$ cat src/rtl/uart_rx_ctrl.sv
// UART receive controller: oversampled start detect, majority-vote
// bit sampling, LSB-first deserialisation, parity and stop checks.
module uart_rx_ctrl #(
  parameter int DATA_WIDTH = 8
) (
  input  logic                  CLK,
  input  logic                  RST,
  input  logic                  RX_IN,
  input  logic                  PAR_EN,
  input  logic                  PAR_TYP,
  input  logic [5:0]            Prescale,
  output logic [DATA_WIDTH-1:0] P_DATA,
  output logic                  data_valid,
  output logic                  par_err,
  output logic                  stp_err
);

  localparam int BW = (DATA_WIDTH > 1) ? $clog2(DATA_WIDTH) : 1;

  localparam logic [2:0] S_IDLE  = 3'd0;
  localparam logic [2:0] S_START = 3'd1;
  localparam logic [2:0] S_DATA  = 3'd2;
  localparam logic [2:0] S_PAR   = 3'd3;
  localparam logic [2:0] S_STOP  = 3'd4;

  logic [2:0]            state_q, state_d;
  logic [5:0]            edge_q, edge_d;
  logic [BW-1:0]         bit_q, bit_d;
  logic [2:0]            smp_q, smp_d;
  logic [DATA_WIDTH-1:0] shift_q, shift_d;
  logic [DATA_WIDTH-1:0] pdata_q, pdata_d;
  logic                  valid_q, valid_d;
  logic                  perr_q, perr_d;
  logic                  serr_q, serr_d;
  logic                  bad_q, bad_d;
  logic                  armed_q, armed_d;
  logic                  pen_q, pen_d;
  logic                  ptyp_q, ptyp_d;
  logic [5:0]            presc_q, presc_d;

  logic [5:0] half;
  logic       last;
  logic       mid;
  logic       bitv;
  logic       exp_par;

  assign half    = {1'b0, presc_q[5:1]};
  assign last    = (edge_q == presc_q - 6'd1);
  assign mid     = (edge_q == half + 6'd1);
  assign bitv    = (smp_q[0] & smp_q[1]) | (smp_q[0] & smp_q[2])
                 | (smp_q[1] & smp_q[2]);
  assign exp_par = ptyp_q ? ~^shift_q : ^shift_q;

  // Next-state: bit timing, sampling and frame sequencing
  always_comb begin
    state_d = state_q;
    edge_d  = edge_q;
    bit_d   = bit_q;
    smp_d   = smp_q;
    shift_d = shift_q;
    pdata_d = pdata_q;
    valid_d = 1'b0;
    perr_d  = 1'b0;
    serr_d  = 1'b0;
    bad_d   = bad_q;
    armed_d = armed_q;
    pen_d   = pen_q;
    ptyp_d  = ptyp_q;
    presc_d = presc_q;

    if (state_q != S_IDLE) begin
      edge_d = last ? 6'd0 : edge_q + 6'd1;
      if (edge_q == half - 6'd2) smp_d[0] = RX_IN;
      if (edge_q == half - 6'd1) smp_d[1] = RX_IN;
      if (edge_q == half)        smp_d[2] = RX_IN;
    end

    case (state_q)
      S_IDLE: begin
        edge_d = 6'd0;
        if (RX_IN) armed_d = 1'b1;
        if (!RX_IN && armed_q) begin
          state_d = S_START;
          edge_d  = 6'd1;
          bit_d   = '0;
          bad_d   = 1'b0;
          pen_d   = PAR_EN;
          ptyp_d  = PAR_TYP;
          presc_d = Prescale;
        end
      end
      S_START: begin
        if (mid && bitv) begin
          state_d = S_IDLE;
          edge_d  = 6'd0;
        end else if (last) begin
          state_d = S_DATA;
          bit_d   = '0;
        end
      end
      S_DATA: begin
        if (mid) shift_d = {bitv, shift_q[DATA_WIDTH-1:1]};
        if (last) begin
          if (bit_q == BW'(DATA_WIDTH - 1))
            state_d = pen_q ? S_PAR : S_STOP;
          else
            bit_d = bit_q + BW'(1);
        end
      end
      S_PAR: begin
        if (last) begin
          state_d = S_STOP;
          if (bitv != exp_par) begin
            perr_d = 1'b1;
            bad_d  = 1'b1;
          end
        end
      end
      S_STOP: begin
        if (last) begin
          state_d = S_IDLE;
          if (!bitv) begin
            serr_d  = 1'b1;
            armed_d = 1'b0;
          end else if (!bad_q) begin
            pdata_d = shift_q;
            valid_d = 1'b1;
          end
        end
      end
      default: begin
        state_d = S_IDLE;
        edge_d  = 6'd0;
      end
    endcase
  end

  // State registers with asynchronous abort
  always_ff @(posedge CLK or negedge RST) begin
    if (!RST) begin
      state_q <= S_IDLE;
      edge_q  <= '0;
      bit_q   <= '0;
      smp_q   <= '0;
      shift_q <= '0;
      pdata_q <= '0;
      valid_q <= 1'b0;
      perr_q  <= 1'b0;
      serr_q  <= 1'b0;
      bad_q   <= 1'b0;
      armed_q <= 1'b1;
      pen_q   <= 1'b0;
      ptyp_q  <= 1'b0;
      presc_q <= 6'd8;
    end else begin
      state_q <= state_d;
      edge_q  <= edge_d;
      bit_q   <= bit_d;
      smp_q   <= smp_d;
      shift_q <= shift_d;
      pdata_q <= pdata_d;
      valid_q <= valid_d;
      perr_q  <= perr_d;
      serr_q  <= serr_d;
      bad_q   <= bad_d;
      armed_q <= armed_d;
      pen_q   <= pen_d;
      ptyp_q  <= ptyp_d;
      presc_q <= presc_d;
    end
  end

  assign P_DATA     = pdata_q;
  assign data_valid = valid_q;
  assign par_err    = perr_q;
  assign stp_err    = serr_q;

endmodule
$ cat config.mk
export PLATFORM = sky130hd
export DESIGN_NAME = uart_rx_ctrl
export DESIGN_NICKNAME = d
export VERILOG_FILES = /design/src/rtl/uart_rx_ctrl.sv
export SDC_FILE = /design/constraint.sdc
export NUM_CORES = 1
export LEC_CHECK = 0
export ABC_AREA = 1
export CORE_ASPECT_RATIO = 1.25
export CORE_MARGIN = 2
export CORE_UTILIZATION = 40
export CTS_CLUSTER_SIZE = 28
export DETAILED_ROUTE_END_ITERATION = 10
export PLACE_DENSITY = 0.69
export SYNTH_ARGS = -nofsm -noshare
export SYNTH_HDL_FRONTEND = slang
export SYNTH_SLANG_ARGS = --single-unit
$ cat constraint.sdc
create_clock -name CLK -period 2.3 [get_ports CLK]
set_input_delay 0.46 -clock CLK [delete_from_list [all_inputs] [get_ports CLK]]
set_output_delay 0.46 -clock CLK [all_outputs]
set_load 0.05 [all_outputs]
==> impl_metrics.toml, run 1 <==
[outcome]
outcome = "complete, no violations"

[power]
internal_power_mw = 1.013
switching_power_mw = 0.3065
clock_power_share_pct = 37.4
power.combinational.fraction_pct = 3.6
peakVddDrop_v = 0.0003091
power_per_cell_area_nw_per_um2 = 418.3
totalPowerFinal_mw = 1.319
static-leakage-power_nw = 1.549
power.share.sequential_pct = 58.9
sw_frac_of_total_pct = 23.23

[finish]
layout_common_cells = "107 x sky130_fd_sc_hd__nand2_1, 41 x sky130_fd_sc_hd__dfrtp_1, 35 x sky130_fd_sc_hd__inv_1, 25 x sky130_fd_sc_hd__nor2_1, 20 x sky130_fd_sc_hd__clkdlybuf4s50_1"
mostFrequentLayoutCell = "sky130_fd_sc_hd__nand2_1"
final_area_sq_um = 3154
finish.cell_count_without_fillers = 466
num_antenna_cells = 0
final_layout_size_suffix_gt1_share_pct = 14.25
nets = 399
finish.utilization_pct = 47.75
synthToLayoutAreaGrowth_pct = 15.48

[setup_path]
worst-setup-path-type = "reg2reg"
critPathArrivalTime_ns = 2.31
worstSetupStartpointType = "flip-flop"
timing.critical_path.to_type = "flip-flop"
crit_fanout = 6
cp-startpoint = "presc_q[2]$_DFFE_PN0P_"
worst_ep_required_time_ns = 2.52
timing.rr.start = "presc_q[2]$_DFFE_PN0P_"

[sta]
grt_setup_unrepaired = "false"
max_clock_freq_ghz = 0.4792
layout_worst_path_cycle_share_pct = 90.73
finalSetupViolations = 0
slew_viol_final = 0
report.final.hold_viol_count = 0
finalWorstSetupSlack_ns = 0.2132
final.setup.tns_ns = 0
timing.final.crit_period_ns = 2.087
headroom_to_the_max_slew_limit_pct = 65.93
fin_hold_ws_ns = 0.09461
max_slew.worst_pin.slew_ns = 0.5094
worst_setup_skew_after_layout_ns = 0.01015

[synth]
synth-seq-cells = 44
number_of_nets_in_the_synthesized_netlist = 370
yosysWarnings = 0
netlist-cell-type-count = 34
synthesis.area_sq_um = 2731
synthesis.area_per_instance_sq_um = 7.826
yosysSeqAreaShare_pct = 40.40
syn-instance-count = 349

[placed_design]
post-dp-hpwl_mm = 4.525
portBuffers = 21
place_inst = 455
placement.setup.worst_slack_ns = 0.1543
place_area_sq_um = 3032
routabilityCongestion = 0.9710

[floorplan]
floorplan.initialDensity_pct = 41.34
core_area_sq_um = 6606
dieHeight_um = 96.39
design.portCount = 22
floorplan.die_area_sq_um = 7510
row_count = 33
die_w_um = 77.91

[route]
wirelength_mm = 5.836
detail_route.iter0.violations = 172
routed_wire_length_per_instance_um = 12.52
detailroute.via_count = 2293
drt.antenna.violating_nets = 0
drt-pass1-iter-count = 4
drc_errors = 0
routed_via_density = 4.921

[clock_network]
cts_tree = "built"
cts_root_buf = "sky130_fd_sc_hd__clkbuf_8"
cts_max_level = 2
cts-buffers-inserted = 5
clockBufferDepth = 2
worstSkewPairLatency_ns = 0.30
clk_pin_slew_ns = 0.09
tritoncts_sink_count = 44

[global_route]
initial_antenna_violation_count = 0
grt_max_degree = 21
grt_overflow = 0
grtUsageTotal_pct = 17.05
via_count_of_the_first_global_routing_pass = 2206
grt_first_pass_wirelength_mm = 10.05

[flow_run]
max-cap-violations = 0

[worst_hold_path]
timing.hold.worst.class = "in2async"
==> synth_stat cells <==
master | instances | area [sq um]
sky130_fd_sc_hd__nand2_1 | 107 | 401.6
sky130_fd_sc_hd__dfrtp_1 | 42 | 1051
sky130_fd_sc_hd__inv_1 | 36 | 135.1
sky130_fd_sc_hd__nor2_1 | 26 | 97.59
sky130_fd_sc_hd__nand3_1 | 16 | 80.08
sky130_fd_sc_hd__xor2_1 | 15 | 131.4
sky130_fd_sc_hd__o21ai_0 | 12 | 60.06
sky130_fd_sc_hd__a21oi_1 | 10 | 50.05
sky130_fd_sc_hd__ha_1 | 10 | 125.1
sky130_fd_sc_hd__nor3_1 | 8 | 40.04
sky130_fd_sc_hd__xnor2_1 | 8 | 70.07
sky130_fd_sc_hd__nand2_2 | 7 | 43.79
sky130_fd_sc_hd__o21ai_1 | 7 | 35.03
sky130_fd_sc_hd__o21ai_2 | 6 | 52.55
sky130_fd_sc_hd__nand3_2 | 4 | 40.04
sky130_fd_sc_hd__nand4_1 | 4 | 25.02
sky130_fd_sc_hd__nor2_2 | 4 | 25.02
sky130_fd_sc_hd__nand2_4 | 3 | 33.78
sky130_fd_sc_hd__nand3b_1 | 3 | 22.52
sky130_fd_sc_hd__nor2_4 | 3 | 33.78
sky130_fd_sc_hd__buf_6 | 2 | 22.52
sky130_fd_sc_hd__clkbuf_2 | 2 | 10.01
sky130_fd_sc_hd__dfstp_2 | 2 | 52.55
sky130_fd_sc_hd__inv_2 | 2 | 7.510
sky130_fd_sc_hd__a21o_1 | 1 | 7.510
sky130_fd_sc_hd__buf_4 | 1 | 7.510
sky130_fd_sc_hd__clkbuf_1 | 1 | 3.750
sky130_fd_sc_hd__clkinv_4 | 1 | 8.760
sky130_fd_sc_hd__mux2_2 | 1 | 11.26
sky130_fd_sc_hd__nor3_2 | 1 | 10.01
sky130_fd_sc_hd__nor3_4 | 1 | 16.27
sky130_fd_sc_hd__nor4_1 | 1 | 6.260
sky130_fd_sc_hd__o211ai_1 | 1 | 7.510
sky130_fd_sc_hd__or2_0 | 1 | 6.260
==> worst paths after layout <==
path                                          endpoint  slack, ns  depth (start not counted)
min in group CLK                  bit_q[1]$_DFFE_PN0P_       0.49                          2
worst min-delay path            shift_q[5]$_DFFE_PN0P_       0.09                          1
worst max-delay path               edge_q[1]$_DFF_PN0_       0.21                         13
worst min register to register    bit_q[1]$_DFFE_PN0P_       0.49                          2
worst max register to register     edge_q[1]$_DFF_PN0_       0.21                         13
max in group asynchronous          armed_q$_DFFE_PN1P_       1.57                          2
==> flip-flops by register name, summed over array words and instances, names as in the netlist, 3 cells and up <==
| signal | cells |
|---|---|
| bit_q | 3 |
| edge_q | 6 |
| presc_q | 6 |
| state_q | 3 |
| shift_q | 8 |
| P_DATA | 8 |
| smp_q | 3 |
==> layer usage <==
layer,up-vias,share of wire [%],GRT usage (%),wire length [um]
li1,1164,-,-,-
met1,1060,43,20.57,2518
met2,54,50,30.17,2936
met3,15,3.6,2.323,213
met4,0,2.9,8.333,167
met5,-,0,0,0
==> power by group through the flow <==
stage          registers [mW]  logic (mW)  clock network, mW
2_1_floorplan           0.792      0.0102                  0
3_3_place_gp            0.793      0.0489                  0
3_5_place_dp            0.793      0.0497                  0
4_1_cts                 0.778      0.0497              0.515
5_1_grt                 0.778      0.0558              0.540
6_report                0.777      0.0480              0.494
==> logic make-up after synthesis <==
kind of cell,after synthesis,share of synthesized area [%]
multiplexers,1,0.4122
AO/OA/AOI/OAI,37,7.788
XOR/XNOR,23,7.375
adder cells (fa/ha/maj),10,4.581
buffers and inverters,45,7.146
AND/OR/NAND/NOR,189,32.30
flip-flops,44,40.40
==> critical path, cell delays in order, from the launching register on <==
cell                         delay (ns)
sky130_fd_sc_hd__dfrtp_2           0.46
sky130_fd_sc_hd__clkinvlp_4        0.12
sky130_fd_sc_hd__buf_4             0.11
sky130_fd_sc_hd__ha_1              0.18
sky130_fd_sc_hd__inv_1             0.10
sky130_fd_sc_hd__nor3_4            0.18
sky130_fd_sc_hd__nand2_1           0.07
sky130_fd_sc_hd__nand2_1           0.06
sky130_fd_sc_hd__nand2_1           0.08
sky130_fd_sc_hd__nand2_4           0.12
sky130_fd_sc_hd__clkinv_4          0.09
sky130_fd_sc_hd__nand2_1           0.06
sky130_fd_sc_hd__nand3_1           0.17
sky130_fd_sc_hd__nor3_1            0.19
==> area by class of cell <==
| cell class | instances | area, sq um |
|---|---|---|
| tap | 87 | 108.9 |
| clock buffer | 5 | 68.82 |
| inverter | 39 | 155.1 |
| timing repair buffer | 28 | 257.7 |
| multi-input combinational | 260 | 1435 |
| fill | 666 | 3452 |
| sequential | 44 | 1105 |
| clock inverter | 3 | 23.77 |
==> repair_timing <==
action	CTS	global route
setup buffers	0	3
endpoints found under the hold margin	0	0
hold buffers	0	0
resized for setup	0	3
endpoints found under the setup margin	0	15
Power figures use the tool's default switching activity.
==> inputs of run 2 (changes only) <==
==> constraint.sdc (replaced) <==
create_clock -name CLK -period 2.48 [get_ports CLK]
set_input_delay 0.496 -clock CLK [delete_from_list [all_inputs] [get_ports CLK]]
set_output_delay 0.496 -clock CLK [all_outputs]
set_load 0.05 [all_outputs]
==> impl_metrics.toml, run 2 (synthesis results as in run 1) <==
[route]
detail_route.iter0.violations = 122
drc_errors = 0
drt-pass1-iter-count = 4
routed_via_density = 4.937
detailroute.via_count = 2276
routed_wire_length_per_instance_um = 12.73
wirelength_mm = 5.867
drt.antenna.violating_nets = 0

[power]
peakVddDrop_v = 0.0003083
static-leakage-power_nw = 1.545
totalPowerFinal_mw = 1.225
power_per_cell_area_nw_per_um2 = 394.0

[floorplan]
dieHeight_um = 96.39
die_w_um = 77.91
floorplan.die_area_sq_um = 7510
design.portCount = 22
core_area_sq_um = 6606
floorplan.initialDensity_pct = 41.34
row_count = 33

[setup_path]
crit_fanout = 7
worstSetupStartpointType = "flip-flop"
timing.critical_path.to_type = "flip-flop"
worst-setup-path-type = "reg2reg"
critPathArrivalTime_ns = 2.36
worst_r2r_path_depth = 13
worst_path_most_repeated_cell = "sky130_fd_sc_hd__nand2_1"
worst_ep_required_time_ns = 2.67
cp_num_cells = 13
rr_endpoint = "edge_q[2]$_DFF_PN0_"
critical_path.n_buffers_inverters = 2
slowest_stage = "sky130_fd_sc_hd__dfrtp_1"
cp-startpoint = "presc_q[2]$_DFFE_PN0P_"
rrSetupSlack_ns = 0.31
timing.rr.start = "presc_q[2]$_DFFE_PN0P_"
crit_family = "simple AND/OR/NAND/NOR gates"
critPathCapture = "edge_q[2]$_DFF_PN0_"
sequence_of_cells_on_the_critical_path = "inv_1 -> ha_1 -> inv_1 -> nand2_1 -> nand2_1 -> nor2_1 -> nand2_1 -> nor2_1 -> nand3_2 -> nand2_2 -> nand2_1 -> nand3_1 -> nor2_1"
crit_path_max_incr_delay_ns = 0.45

[sta]
final.setup.tns_ns = 0
fin_hold_ws_ns = 0.3591
grt_setup_unrepaired = "false"
max_clock_freq_ghz = 0.4615
headroom_to_the_max_slew_limit_pct = 35.07
slew_viol_final = 0
worst_setup_skew_after_layout_ns = 0.008960
report.final.hold_viol_count = 0
timing.final.crit_period_ns = 2.167
layout_worst_path_cycle_share_pct = 87.37
finalSetupViolations = 0
max_slew.worst_pin.slew_ns = 0.9740

[finish]
num_antenna_cells = 0
final.fill_count = 660
synthToLayoutAreaGrowth_pct = 13.83
nets = 394
mostFrequentLayoutCell = "sky130_fd_sc_hd__nand2_1"
layout_common_cells = "107 x sky130_fd_sc_hd__nand2_1, 42 x sky130_fd_sc_hd__dfrtp_1, 36 x sky130_fd_sc_hd__inv_1, 26 x sky130_fd_sc_hd__nor2_1, 20 x sky130_fd_sc_hd__clkdlybuf4s50_1"
finish.utilization_pct = 47.06
final_layout_size_suffix_gt1_share_pct = 12.30
final_area_sq_um = 3109

[clock_network]
resized_cells_post_cts = 0
cts_root_buf = "sky130_fd_sc_hd__clkbuf_8"
cts_tree = "built"
cts_max_level = 2
cts-buffers-inserted = 5
clk_pin_slew_ns = 0.08
post_cts_hold_buffer_count = 0
tritoncts_sink_count = 44
worstSkewPairLatency_ns = 0.30
postCtsSetupRepairBufs = 0
clockBufferDepth = 2

[global_route]
via_count_of_the_first_global_routing_pass = 2287
initial_antenna_violation_count = 0
grtUsageTotal_pct = 16.96
grt_max_degree = 45
grt_first_pass_wirelength_mm = 10.09
grt_overflow = 0

[placed_design]
portBuffers = 21
post-dp-hpwl_mm = 4.441
place_area_sq_um = 3017
routabilityCongestion = 0.9100

[flow_run]
max-cap-violations = 0

[outcome]
outcome = "complete, no violations"

[worst_hold_path]
timing.hold.worst.class = "in2async"
==> run 2: changes by cell type in the layout (fill, tap and decap cells not counted), sizes merged <==
cell / delta
clkinv: +1
buf: -5
inv: +1
clkinvlp: -3
clkbuf: +1
==> run 2: final cells by class <==
class | count | area, sq um | share of cell area [%]
clock buffer | 6 | 82.58 | 2.656
clock inverter | 2 | 10.01 | 0.3219
inverter | 39 | 151.4 | 4.869
multi-input combinational | 260 | 1433 | 46.08
sequential | 44 | 1104 | 35.49
tap | 87 | 108.9 | 3.501
timing repair buffer | 23 | 220.2 | 7.082
==> run 2: power breakdown <==
group | internal (mW) | switching [mW] | total (mW) | leakage (nW)
Clock | 0.222 | 0.239 | 0.462 | 0.0510
Combinational | 0.0184 | 0.0240 | 0.0425 | 0.950
Sequential | 0.719 | 0.00167 | 0.721 | 0.544
==> run 2: per-layer routing <==
layer | vias up | routed length (um) | part of all wire, % | track usage (%)
li1 | 1151 | - | - | -
met1 | 1063 | 2447 | 42 | 19.61
met2 | 48 | 2978 | 51 | 30.53
met3 | 14 | 249 | 4.2 | 2.416
met4 | 0 | 191 | 3.3 | 9.211
met5 | - | 0 | 0 | 0
==> run 2: how the worst min path moves through the flow <==
stage / depth (start not counted) / start / to
after floorplan: 0 / RST / P_DATA[0]$_DFFE_PN0P_
after global placement: 2 / bit_q[1]$_DFFE_PN0P_ / bit_q[1]$_DFFE_PN0P_
after detailed placement: 2 / P_DATA[1]$_DFFE_PN0P_ / P_DATA[1]$_DFFE_PN0P_
after CTS: 1 / RST / edge_q[3]$_DFF_PN0_
after global routing: 1 / RST / edge_q[4]$_DFF_PN0_
final: 1 / RST / bit_q[2]$_DFFE_PN0P_
==> run 2: worst register-to-register path: stages, from the launching register on <==
cell and delay [ns]:
sky130_fd_sc_hd__dfrtp_1 0.45, sky130_fd_sc_hd__inv_1 0.17, sky130_fd_sc_hd__ha_1 0.33, sky130_fd_sc_hd__inv_1 0.04, sky130_fd_sc_hd__nand2_1 0.05, sky130_fd_sc_hd__nand2_1 0.08
sky130_fd_sc_hd__nor2_1 0.11, sky130_fd_sc_hd__nand2_1 0.05, sky130_fd_sc_hd__nor2_1 0.22, sky130_fd_sc_hd__nand3_2 0.13, sky130_fd_sc_hd__nand2_2 0.10, sky130_fd_sc_hd__nand2_1 0.07
sky130_fd_sc_hd__nand3_1 0.19, sky130_fd_sc_hd__nor2_1 0.07
==> run 2: metrics by stage <==
stage / instances / setup slack, ns
floorplan: 349 / 0.6429
global placement: 453 / 0.3254
detailed placement: 453 / 0.3263
CTS: 461 / 0.3091
global route: 461 / 0.05287
finish: 461 / 0.3131
==> inputs of run 3 (changes only) <==
--- a/config.mk
+++ b/config.mk
@@ -5,13 +5,14 @@
 export SDC_FILE = /design/constraint.sdc
 export NUM_CORES = 1
 export LEC_CHECK = 0
-export ABC_AREA = 1
+export ABC_AREA = 0
 export CORE_ASPECT_RATIO = 1.25
 export CORE_MARGIN = 2
 export CORE_UTILIZATION = 40
 export CTS_CLUSTER_SIZE = 28
 export DETAILED_ROUTE_END_ITERATION = 10
-export PLACE_DENSITY = 0.69
+export GPL_ROUTABILITY_DRIVEN = 0
+export PLACE_DENSITY = 0.7
 export SYNTH_ARGS = -nofsm -noshare
 export SYNTH_HDL_FRONTEND = slang
 export SYNTH_SLANG_ARGS = --single-unit
==> impl_metrics.toml, run 3 <==
[sta]
finalSetupViolations = 0
layout_worst_path_cycle_share_pct = 98.21
max_clock_freq_ghz = 0.4106
finalWorstSetupSlack_ns = 0.04442
slew_viol_final = 0
report.final.hold_viol_count = 0
fin_hold_ws_ns = 0.1069
headroom_to_the_max_slew_limit_pct = 66.08
max_slew.worst_pin.slew_ns = 0.5071
worst_setup_skew_after_layout_ns = 0.01802
timing.final.crit_period_ns = 2.436
final.setup.tns_ns = 0
grt_setup_unrepaired = "true"

[placed_design]
portBuffers = 21
place_area_sq_um = 3043
place_inst = 355
post-dp-hpwl_mm = 3.958
placement.setup.worst_slack_ns = -0.07943

[power]
power.combinational.fraction_pct = 2.7
power_per_cell_area_nw_per_um2 = 368.4
static-leakage-power_nw = 1.461
power.share.sequential_pct = 58.1
clock_power_share_pct = 39.2
sw_frac_of_total_pct = 23.98
internal_power_mw = 0.9386
switching_power_mw = 0.2962
peakVddDrop_v = 0.0004379
totalPowerFinal_mw = 1.235

[synth]
synth.most_common_cell = "sky130_fd_sc_hd__dfrtp_1"
yosysWarnings = 0
netlist-cell-type-count = 52
yosysSeqAreaShare_pct = 41.92
number_of_nets_in_the_synthesized_netlist = 263
number_of_flops_mapped_to_enable_cells_by_yosys = 0
synthesis.area_sq_um = 2633
synth-seq-cells = 44
dominantRegCellSynth = "sky130_fd_sc_hd__dfrtp_1"
top_cells_by_instance_count_after_synthesis = "42 x sky130_fd_sc_hd__dfrtp_1, 31 x sky130_fd_sc_hd__mux2_2, 25 x sky130_fd_sc_hd__xnor2_1"
synth-async-reset-ratio_pct = 100.0
synthesis.area_per_instance_sq_um = 10.88
yosysTopAreaCell = "sky130_fd_sc_hd__dfrtp_1"
syn-instance-count = 242
synth.top_cells.by_area = "sky130_fd_sc_hd__dfrtp_1 40%, sky130_fd_sc_hd__mux2_2 13%, sky130_fd_sc_hd__xnor2_1 8.3%"
synth.top_cell.area_share_pct = 39.92

[route]
detailroute.via_count = 1897
drt-pass1-iter-count = 4
drc_errors = 0
routed_via_density = 5.169
detail_route.iter0.violations = 45
drt.antenna.violating_nets = 0
wirelength_mm = 5.656
routed_wire_length_per_instance_um = 15.41

[setup_path]
worst_ep_required_time_ns = 2.67
timing.critical_path.to_type = "flip-flop"
worst_r2r_path_depth = 9
slowest_stage = "sky130_fd_sc_hd__dfstp_2"
sequence_of_cells_on_the_critical_path = "buf_6 -> ha_4 -> and4b_1 -> or3_1 -> a31o_2 -> nand3_2 -> o21a_1 -> o21ai_4 -> mux2_4"
rrSetupSlack_ns = 0.04
crit_path_max_incr_delay_ns = 0.56
worstSetupStartpointType = "flip-flop"
crit_family = "compound AO/OA/AOI/OAI gates"
crit_fanout = 10
rr_endpoint = "bit_q[2]$_DFFE_PN0P_"
critPathArrivalTime_ns = 2.62
worst-setup-path-type = "reg2reg"
critical_path.n_buffers_inverters = 1
timing.rr.start = "presc_q[3]$_DFFE_PN1P_"

[clock_network]
worstSkewPairLatency_ns = 0.31
cts_tree = "built"
cts_max_level = 2
clk_pin_slew_ns = 0.10
tritoncts_sink_count = 44
cts-buffers-inserted = 5
clockBufferDepth = 2
post_cts_hold_buffer_count = 0
cts_root_buf = "sky130_fd_sc_hd__clkbuf_8"

[finish]
multi_input_area_sq_um = 1598
nets = 300
register_area_sq_um = 1104
finish.utilization_pct = 51.71
final.fill_count = 576
final_layout_size_suffix_gt1_share_pct = 34.29
layout_common_cells = "42 x sky130_fd_sc_hd__dfrtp_1, 26 x sky130_fd_sc_hd__mux2_2, 22 x sky130_fd_sc_hd__xnor2_1, 20 x sky130_fd_sc_hd__clkdlybuf4s50_1, 18 x sky130_fd_sc_hd__buf_4"
synthToLayoutAreaGrowth_pct = 27.33
num_antenna_cells = 0
mostFrequentLayoutCell = "sky130_fd_sc_hd__dfrtp_1"
finish.cell_count_without_fillers = 367
final_area_sq_um = 3352

[floorplan]
dieHeight_um = 94.70
die_w_um = 76.56
design.portCount = 22
core_area_sq_um = 6482
row_count = 33
floorplan.initialDensity_pct = 40.61
floorplan.die_area_sq_um = 7250

[flow_run]
max-cap-violations = 0

[global_route]
grt_first_pass_wirelength_mm = 8.845
grt_overflow = 0
grt_max_degree = 20
initial_antenna_violation_count = 0
grtUsageTotal_pct = 15.51
via_count_of_the_first_global_routing_pass = 1841

[worst_hold_path]
timing.hold.worst.class = "in2async"

[outcome]
outcome = "complete, no violations"
==> run 3: changes by cell type after synthesis, sizes merged, moves of 16 or more <==
cell,change
nor2,-19
nand2,-104
inv,-29
mux2,+31
xnor2,+18
nand3,-17
o21ai,-16
==> run 3: final cells by class <==
cell class | instances | area share [%]
Multi-Input combinational cell | 175 | 47.67
Sequential cell | 44 | 32.92
Timing Repair Buffer | 44 | 12.36
Tap cell | 87 | 3.247
Clock buffer | 5 | 2.053
Inverter | 9 | 1.008
Clock inverter | 3 | 0.7465
==> run 3: kinds of logic (layout without fill, tap and decap cells) <==
family	Yosys count	in the layout	synth area share, %
simple gates	65	65	13.45
buf+inv	23	61	4.325
flops	44	44	41.92
xor+xnor	34	34	12.02
compound gates	33	33	9.316
fa+ha+maj	11	11	5.133
mux	32	32	13.83
==> run 3: power by group through the flow <==
stage / clock (mW) / sequential (mW) / combinational [mW]
6_report: 0.484 / 0.717 / 0.0334
5_1_grt: 0.525 / 0.717 / 0.0379
4_1_cts: 0.498 / 0.717 / 0.0348
3_5_place_dp: 0 / 0.731 / 0.0347
3_3_place_gp: 0 / 0.731 / 0.0342
2_1_floorplan: 0 / 0.731 / 0.000206
==> run 3: how the worst max path moves through the flow <==
stage / start / to / depth (start not counted)
after floorplan: presc_q[3]$_DFFE_PN1P_ / smp_q[1]$_DFFE_PN0P_ / 10
after global placement: presc_q[2]$_DFFE_PN0P_ / P_DATA[1]$_DFFE_PN0P_ / 10
after detailed placement: presc_q[2]$_DFFE_PN0P_ / P_DATA[1]$_DFFE_PN0P_ / 10
after CTS: presc_q[2]$_DFFE_PN0P_ / P_DATA[1]$_DFFE_PN0P_ / 10
after global routing: presc_q[1]$_DFFE_PN0P_ / bit_q[2]$_DFFE_PN0P_ / 9
final: presc_q[3]$_DFFE_PN1P_ / bit_q[2]$_DFFE_PN0P_ / 9
==> run 3: what timing repair did <==
item / CTS / global route
pin swaps: 0 / 10
gates resized for setup: 3 / 34
setup buffers: 0 / 4
gates cloned: 0 / 0
endpoints found under the setup margin: 11 / 13
==> run 3: layer usage <==
metal | wire (um) | vias up | track usage (%)
met5 | 0 | - | 0
met4 | 102 | 0 | 5.606
met3 | 226 | 9 | 3.824
met2 | 2929 | 40 | 27.43
met1 | 2398 | 940 | 18.39
li1 | - | 908 | -
